<file path="config.mk">
export PLATFORM = sky130hd
export DESIGN_NAME = water_dispenser_ctrl
export DESIGN_NICKNAME = d
export VERILOG_FILES = /design/src/rtl/water_dispenser_pkg.sv /design/src/rtl/wd_sync_debounce.sv /design/src/rtl/water_dispenser_ctrl.sv
export SDC_FILE = /design/constraint.sdc
export NUM_CORES = 1
export LEC_CHECK = 0
export CAP_MARGIN = 25
export CORE_ASPECT_RATIO = 0.6
export CORE_MARGIN = 8
export CORE_UTILIZATION = 30
export DETAILED_ROUTE_END_ITERATION = 12
export PLACE_DENSITY = 0.48
export SYNTH_ARGS = -nofsm -noshare
export SYNTH_HDL_FRONTEND = slang
export SYNTH_SLANG_ARGS = --single-unit
</file>
<file path="constraint.sdc">
create_clock -name clk -period 1.85 [get_ports clk]
set_input_delay 0.185 -clock clk [delete_from_list [all_inputs] [get_ports clk]]
set_output_delay 0.185 -clock clk [all_outputs]
set_load 0.03 [all_outputs]
</file>
<file path="src/rtl/water_dispenser_pkg.sv">
// -----------------------------------------------------------------------------
// water_dispenser_pkg
// Shared definitions for the water dispenser controller:
//   - wd_state_e : controller FSM state encoding (IDLE, DISPENSE, LOCKOUT)
//   - DEF_*      : default parameter values used by the top level
// -----------------------------------------------------------------------------
package water_dispenser_pkg;

    typedef enum logic [1:0] {
        IDLE     = 2'd0,  // valve closed, waiting for cup + button
        DISPENSE = 2'd1,  // valve open, on-time being counted
        LOCKOUT  = 2'd2   // on-time limit hit, waiting for button release
    } wd_state_e;

    localparam int DEF_DEBOUNCE_CYCLES = 4;
    localparam int DEF_MAX_ON_CYCLES   = 1000;
    localparam int DEF_CNT_W           = 16;

endpackage : water_dispenser_pkg

</file>
<file path="src/rtl/wd_sync_debounce.sv">
// -----------------------------------------------------------------------------
// wd_sync_debounce
// Brings one raw asynchronous switch/sensor into the clk domain through a
// 2-flop synchronizer, then debounces it: the accepted value only changes
// after the synchronized value has disagreed with it for DEBOUNCE_CYCLES
// consecutive cycles. Any agreeing cycle restarts the count.
//
// Ports:
//   clk    in  1  system clock, rising edge
//   rst    in  1  asynchronous active-high reset
//   raw_i  in  1  raw input, asynchronous to clk
//   db_o   out 1  debounced, clk-synchronous value (0 after reset)
// -----------------------------------------------------------------------------
module wd_sync_debounce #(
    parameter int DEBOUNCE_CYCLES = 4,
    parameter int CNT_W           = 16
) (
    input  logic clk,
    input  logic rst,
    input  logic raw_i,
    output logic db_o
);

    localparam logic [CNT_W-1:0] DB_LAST = CNT_W'(DEBOUNCE_CYCLES - 1);

    logic             sync1_q;
    logic             sync2_q;
    logic             db_q;
    logic             db_d;
    logic [CNT_W-1:0] cnt_q;
    logic [CNT_W-1:0] cnt_d;

    // Synchronizer: raw_i is only ever observed through sync2_q.
    // NOTE: flops use non-blocking assignments so every register samples the
    // pre-edge value of its source; blocking here would collapse the two
    // synchronizer stages into one.
    always_ff @(posedge clk or posedge rst) begin
        if (rst) begin
            sync1_q <= 1'b0;
            sync2_q <= 1'b0;
        end else begin
            sync1_q <= raw_i;
            sync2_q <= sync1_q;
        end
    end

    // Debounce next-state: count disagreeing cycles, flip on the last one.
    // NOTE: every signal assigned here gets a default first, so no path
    // leaves it unassigned and no latch is inferred.
    always_comb begin
        db_d  = db_q;
        cnt_d = '0;
        if (sync2_q != db_q) begin
            if (cnt_q == DB_LAST) begin
                db_d = sync2_q;
            end else begin
                cnt_d = cnt_q + 1'b1;
            end
        end
    end

    always_ff @(posedge clk or posedge rst) begin
        if (rst) begin
            db_q  <= 1'b0;
            cnt_q <= '0;
        end else begin
            db_q  <= db_d;
            cnt_q <= cnt_d;
        end
    end

    assign db_o = db_q;

endmodule : wd_sync_debounce

</file>
<file path="src/rtl/water_dispenser_ctrl.sv">
// -----------------------------------------------------------------------------
// water_dispenser_ctrl
// Drives a water valve from a cup-present sensor (x) and a dispense button (y).
// Both inputs are synchronized and debounced; the valve opens while both
// debounced inputs are 1, and is forced shut (LOCKOUT) once it has been open
// for MAX_ON_CYCLES consecutive cycles. LOCKOUT is left only when the button
// is released, so a held button cannot restart dispensing.
// z and timeout are registered decodes of the next FSM state.
//
// Ports:
//   clk      in  1  system clock, rising edge
//   rst      in  1  asynchronous active-high reset
//   x        in  1  raw cup-present sensor (1 = cup in place), async to clk
//   y        in  1  raw dispense button (1 = pressed), async to clk
//   z        out 1  valve enable (1 = water flows)
//   timeout  out 1  1 while in LOCKOUT
// -----------------------------------------------------------------------------
module water_dispenser_ctrl
    import water_dispenser_pkg::*;
#(
    parameter int DEBOUNCE_CYCLES = DEF_DEBOUNCE_CYCLES,
    parameter int MAX_ON_CYCLES   = DEF_MAX_ON_CYCLES,
    parameter int CNT_W           = DEF_CNT_W
) (
    input  logic clk,
    input  logic rst,
    input  logic x,
    input  logic y,
    output logic z,
    output logic timeout
);

    localparam logic [CNT_W-1:0] ON_LAST = CNT_W'(MAX_ON_CYCLES - 1);

    logic             xd;
    logic             yd;
    logic             both;

    wd_state_e        state_q;
    wd_state_e        state_d;
    logic [CNT_W-1:0] on_cnt_q;
    logic [CNT_W-1:0] on_cnt_d;
    logic             z_q;
    logic             z_d;
    logic             timeout_q;
    logic             timeout_d;

    wd_sync_debounce #(
        .DEBOUNCE_CYCLES (DEBOUNCE_CYCLES),
        .CNT_W           (CNT_W)
    ) u_db_x (
        .clk   (clk),
        .rst   (rst),
        .raw_i (x),
        .db_o  (xd)
    );

    wd_sync_debounce #(
        .DEBOUNCE_CYCLES (DEBOUNCE_CYCLES),
        .CNT_W           (CNT_W)
    ) u_db_y (
        .clk   (clk),
        .rst   (rst),
        .raw_i (y),
        .db_o  (yd)
    );

    assign both = xd & yd;

    // State, on-time counter and output registers.
    always_ff @(posedge clk or posedge rst) begin
        if (rst) begin
            state_q   <= IDLE;
            on_cnt_q  <= '0;
            z_q       <= 1'b0;
            timeout_q <= 1'b0;
        end else begin
            state_q   <= state_d;
            on_cnt_q  <= on_cnt_d;
            z_q       <= z_d;
            timeout_q <= timeout_d;
        end
    end

    // Next-state logic. The on-counter holds the number of DISPENSE cycles
    // already completed; it stops at ON_LAST, so it can never wrap.
    always_comb begin
        state_d  = state_q;
        on_cnt_d = on_cnt_q;
        unique case (state_q)
            IDLE: begin
                if (both) begin
                    state_d  = DISPENSE;
                    on_cnt_d = '0;
                end
            end
            DISPENSE: begin
                // Losing cup or button wins over the on-time limit.
                if (!both) begin
                    state_d = IDLE;
                end else if (on_cnt_q >= ON_LAST) begin
                    state_d = LOCKOUT;
                end else begin
                    on_cnt_d = on_cnt_q + 1'b1;
                end
            end
            LOCKOUT: begin
                // Only a button release rearms; the cup sensor is ignored.
                if (!yd) begin
                    state_d = IDLE;
                end
            end
            default: begin
                state_d = IDLE;
            end
        endcase
    end

    // Outputs decode the next state so they change on the same edge as the
    // state register rather than one cycle later.
    always_comb begin
        z_d       = (state_d == DISPENSE);
        timeout_d = (state_d == LOCKOUT);
    end

    assign z       = z_q;
    assign timeout = timeout_q;

endmodule : water_dispenser_ctrl

</file>
* Word-level counts from Yosys, hierarchy flattened
Index checks and enable logic that the tools add are counted. W data, S select, Z words.
Word-level totals: register bits 58, input bits 4, output and inout bits 2, word-level logic and storage cells 46
Cells by class: $add $sub $neg 3, magnitude comparators 1, eq/ne operators 11, mux-type cells 13, bitwise logic cells 1, reductions and logical operators 5
Operators by type and width (number):
- $mux W16 | 7
- $add A16 B1 Y16 const B | 3
- $eq A16 B2 Y1 const B | 2
- $pmux W16 S2 | 1
- $ge A16 B10 Y1 const B | 1
- $mux W2 | 4
- $ne A2 B2 Y1 const B | 3
- $pmux W2 S3 | 1
- $eq A2 B1 Y1 const B | 2
- $eq A2 B2 Y1 const B | 2
- $reduce_and A2 Y1 | 2
- $reduce_and A4 Y1 | 1
- $logic_not A2 Y1 | 1
- $ne A1 B1 Y1 | 2
- $reduce_bool A2 Y1 | 1
- $and A1 B1 Y1 | 1

* Longest topological paths before layout
depth in word-level cells 5, mapped depth 7, depth with buffers taken out 5

* Cells and area by module
Synthesis repeated with hierarchy kept, for this count alone.
Unflattened totals: cells, all modules 266, area total of the unflattened synthesis 2847.7 µm²
By module, submodules not included:
- wd_sync_debounce | times used 2, cells each 85, area an instance 909.6 µm², sequential area each 475.5 µm²
- water_dispenser_ctrl | times used 1, cells each 96, area an instance 1028.5 µm², sequential area each 500.5 µm²

* Worst setup path before layout
No wires, ideal clock.
path type register to register, from reg on_cnt_q[0], to reg on_cnt_q[4], setup time 122 ps, data arrival time 1752 ps, required time 1728 ps, path slack -23 ps, stages on the path, launching flop included 6, buffers on the path 0, clock period less this slack 1873 ps, path through dfrtp_1 ha_1 a211oi_2 nor4_2 or4_1 a32o_1
Between the ends: word-level cells in the longest chain between the ends 4, elaborated cells on any way between the ends 7, classes of those cells add/sub (1); order compare (1); eq/ne (1); mux (3); reduce/logical (1)
Ends and longest elaborated chain:
- start, declared | line water_dispenser_ctrl.sv:41 | logic [CNT_W-1:0] on_cnt_q;
- start signal, assigned | line water_dispenser_ctrl.sv:79 | on_cnt_q <= on_cnt_d;
- $add A16 B1 Y16 | line water_dispenser_ctrl.sv:104 | on_cnt_d = on_cnt_q + 1'b1;
- $mux W16 | line water_dispenser_ctrl.sv:101 | end else if (on_cnt_q >= ON_LAST) begin
- $mux W16 | line water_dispenser_ctrl.sv:99 | if (!both) begin
- $pmux W16 S2 | line water_dispenser_ctrl.sv:90 | unique case (state_q)
Several ways; a longest one is shown, not always the timed one. The select of a mux whose other input is x is not followed. A chain may end at the register's enable or synchronous reset.

* Worst setup path in the final report
Same ends and word-level chain as after synthesis.

==> impl_metrics.tcl <==
set metrics [dict create \
    status "completed" \
    power_frac_seq_pct 37.9 \
    cts_max_path_buffers 2 \
    syn_area_um2 2770 \
    grt_overflow 0 \
    synth-seq-area-share_pct 52.4 \
    fin_area_um2 3420 \
    coreArea_um2 9090 \
    dieArea_um2 12700 \
    synth_top_area_cell "dfrtp_1" \
    cts_root_buf "clkbuf_16" \
    p_comb_share_pct 20.3 \
    fin_skew_ns 0.00659 \
    dp_hpwl_mm 3.82 \
    grt_max_degree 59 \
    drt_first_pass_iters 4 \
    antenna_found_initial 0 \
    grt.total_usage_pct 9.75 \
    drive_gt1_share_pct 15.9 \
    p_int_w 0.00285 \
    yosysUniqueCellTypes 47 \
    drtAntennaViolNets 0 \
    finalHoldViolCount 0 \
    worstMarginPinSlew_ns 0.608 \
    power.total_w 0.00393 \
    ff2ff_path_depth 5 \
    slew_viol_final 0 \
    drc 0 \
    p_per_area_nw_per_um2 1150 \
    ys_seq_elements 58 \
    drtIter0Drc 137 \
    grt_pass1_wl_mm 9.90 \
    pwr-share-clk_pct 41.7 \
    insertion_delay_ns 0.32 \
    ir_drop_mv 0.522 \
    hold_path.class "in2async" \
    die_w_um 140 \
    rsz0062_at_grt "false" \
    syn_nets 270 \
    vias 1950 \
    synth-warning-count 0 \
    start_util_pct 30.5 \
    synth.most_common_cell "dfrtp_1" \
    period_minus_slack_ns 1.79 \
    cts_tree "yes" \
    rows 27 \
    grt_pass1_vias 1941 \
    io_pins 6 \
    holdBufCountCts 0 \
    timing.rr.start "on_cnt_q[0]" \
    routabilityCongestion 0.829 \
    max_slew_margin_pct 59.1 \
    swShare_pct 27.5 \
    placed_cells 394 \
    port_buffers 5 \
    start_kind "register" \
    r2r_slack_ns 0.06 \
    die_y_um 90.4 \
    worstSetupPathType "reg2reg" \
    p_leak_nw 1.48 \
    cts.sinks 58 \
    crit_required_ns 2.05 \
    routedWlPerCell_um 13.5 \
    r2r_end "on_cnt_q[4]" \
    endpoint_kind "register" \
    synth_commonest_cells "dfrtp_1, nor2_1, xor2_1" \
    insertedDiodeCount 0 \
    syn_inst 263 \
    via_per_inst 4.73 \
    synth_top_area_share_pct 52.4 \
    ctsHtreeMaxLevel 3 \
    post_dp_cell_area_um2 3080 \
    worstPathMaxFanout 3 \
    max-cap-violations 0 \
    area_growth_pct 23.4 \
    postSynthAreaPerCell_um2 10.5 \
    nNetsFinal 298 \
    wl_mm 5.58 \
    cts.clk_slew.worst_paths_ns 0.05 \
    netSwitchingPower_w 0.00108 \
    synth_edf_count 0 \
    yosys-top-cells-area "dfrtp_1, xor2_1, nor2_1" \
    cts_made_buffers 9 \
    pre_cts_ws_ns -0.00861 \
    synth_ff_type "dfrtp_1" \
    setup_viol 0 \
    fin_crit_sh_pct 96.7 \
    arrival_ns 1.99 \
    fill_cells 882 \
    fin_ws_ns 0.0603 \
    async_reset_ff_share_pct 100 \
    fmax_mhz 559 \
    fin_cells 412 \
]
[repair_timing]
item / CTS / global route
setup buffers: 1 / 1
endpoints found under the setup margin: 1 / 4
gates resized for setup: 1 / 4
pin swaps: 2 / 2
[through the flow]
step	setup TNS (ns)	hold slack, ns	utilization [%]
6_report	0	0.242	37.6
3_5_place_dp	-0.00861	0.342	33.9
4_1_cts	0	0.257	37.3
2_1_floorplan	0	0.216	-
3_3_place_gp	0	0.338	33.9
5_1_grt	0	0.293	37.6
[critical path, cell delays in order (launching register included)]
cell and delay [ns]:
dfrtp_1 0.38, ha_2 0.21, a211oi_4 0.29, nor4_2 0.08, or4_1 0.51, a32o_1 0.21
[layer usage]
| layer | up-vias | global-route usage [%] | wire, µm | part of all wire, % |
|---|---|---|---|---|
| met3 | 7 | 4.06 | 291 | 5.2 |
| met5 | - | 0 | 0 | 0 |
| met2 | 30 | 12.0 | 2090 | 37 |
| met1 | 907 | 14.4 | 3130 | 56 |
| li1 | 1006 | - | - | - |
| met4 | 0 | 3.23 | 68 | 1.2 |
[flip-flops by register name (all words and copies together) (netlist names), 2 cells and up]
name,count
u_db_y.cnt_q,16
u_db_x.cnt_q,16
on_cnt_q,16
state_q,2
[worst max path at each step]
| stage | slack (ns) | start | end |
|---|---|---|---|
| 2_1_floorplan | 0.01 | on_cnt_q[0] | on_cnt_q[4] |
| 3_3_place_gp | 0.05 | on_cnt_q[0] | on_cnt_q[4] |
| 3_5_place_dp | -0.009 | on_cnt_q[0] | on_cnt_q[4] |
| 4_1_cts | 0.03 | on_cnt_q[0] | on_cnt_q[4] |
| 5_1_grt | 0.005 | on_cnt_q[0] | on_cnt_q[4] |
| 6_report | 0.06 | on_cnt_q[0] | on_cnt_q[4] |
[cell usage in the layout, fill, tap and decap left out, types with 4 or more instances in the layout]
cell type,n
nand3_1,15
or3_1,5
clkbuf_16,9
and3_1,6
or4_1,4
and4_1,5
xor2_1,23
clkdlybuf4s50_1,5
nor4_1,6
dfrtp_1,58
inv_1,4
and2_1,4
nand4_1,12
o21ai_0,4
nor2_1,30
a21oi_1,6
nand2_1,19
buf_4,20
nor2b_1,6
[kinds of logic (layout without fill, tap and decap cells)]
group / after synthesis / after routing / synth area share [%]
simple gates: 127 / 127 / 25.9
buf+inv: 14 / 47 / 2.17
mux: 4 / 4 / 1.54
fa+ha+maj: 3 / 3 / 1.36
xor+xnor: 25 / 25 / 7.91
flops: 58 / 58 / 52.4
compound gates: 32 / 32 / 8.68
[area by class of cell]
| class | instances | area (µm²) | area share (%) |
|---|---|---|---|
| flip-flops and latches | 58 | 1450 | 42.5 |
| inverters | 5 | 18.8 | 0.549 |
| well taps | 116 | 145 | 4.25 |
| clock buffers | 14 | 264 | 7.73 |
| multi-input cells | 191 | 1280 | 37.5 |
| clock inverters | 2 | 35.0 | 1.03 |
| repair buffers | 26 | 220 | 6.45 |
[power groups by stage]
| stage | logic (W) | registers [W] | clock network [W] |
|---|---|---|---|
| finish | 0.000799 | 0.00149 | 0.00164 |
| CTS | 0.000795 | 0.00149 | 0.00169 |
| global placement | 0.000791 | 0.00151 | 0 |
| detailed placement | 0.000788 | 0.00151 | 0 |
| global route | 0.000902 | 0.00151 | 0.00175 |
| floorplan | 0.000441 | 0.00152 | 0 |
Note: power is estimated with default switching activity, not from simulation.
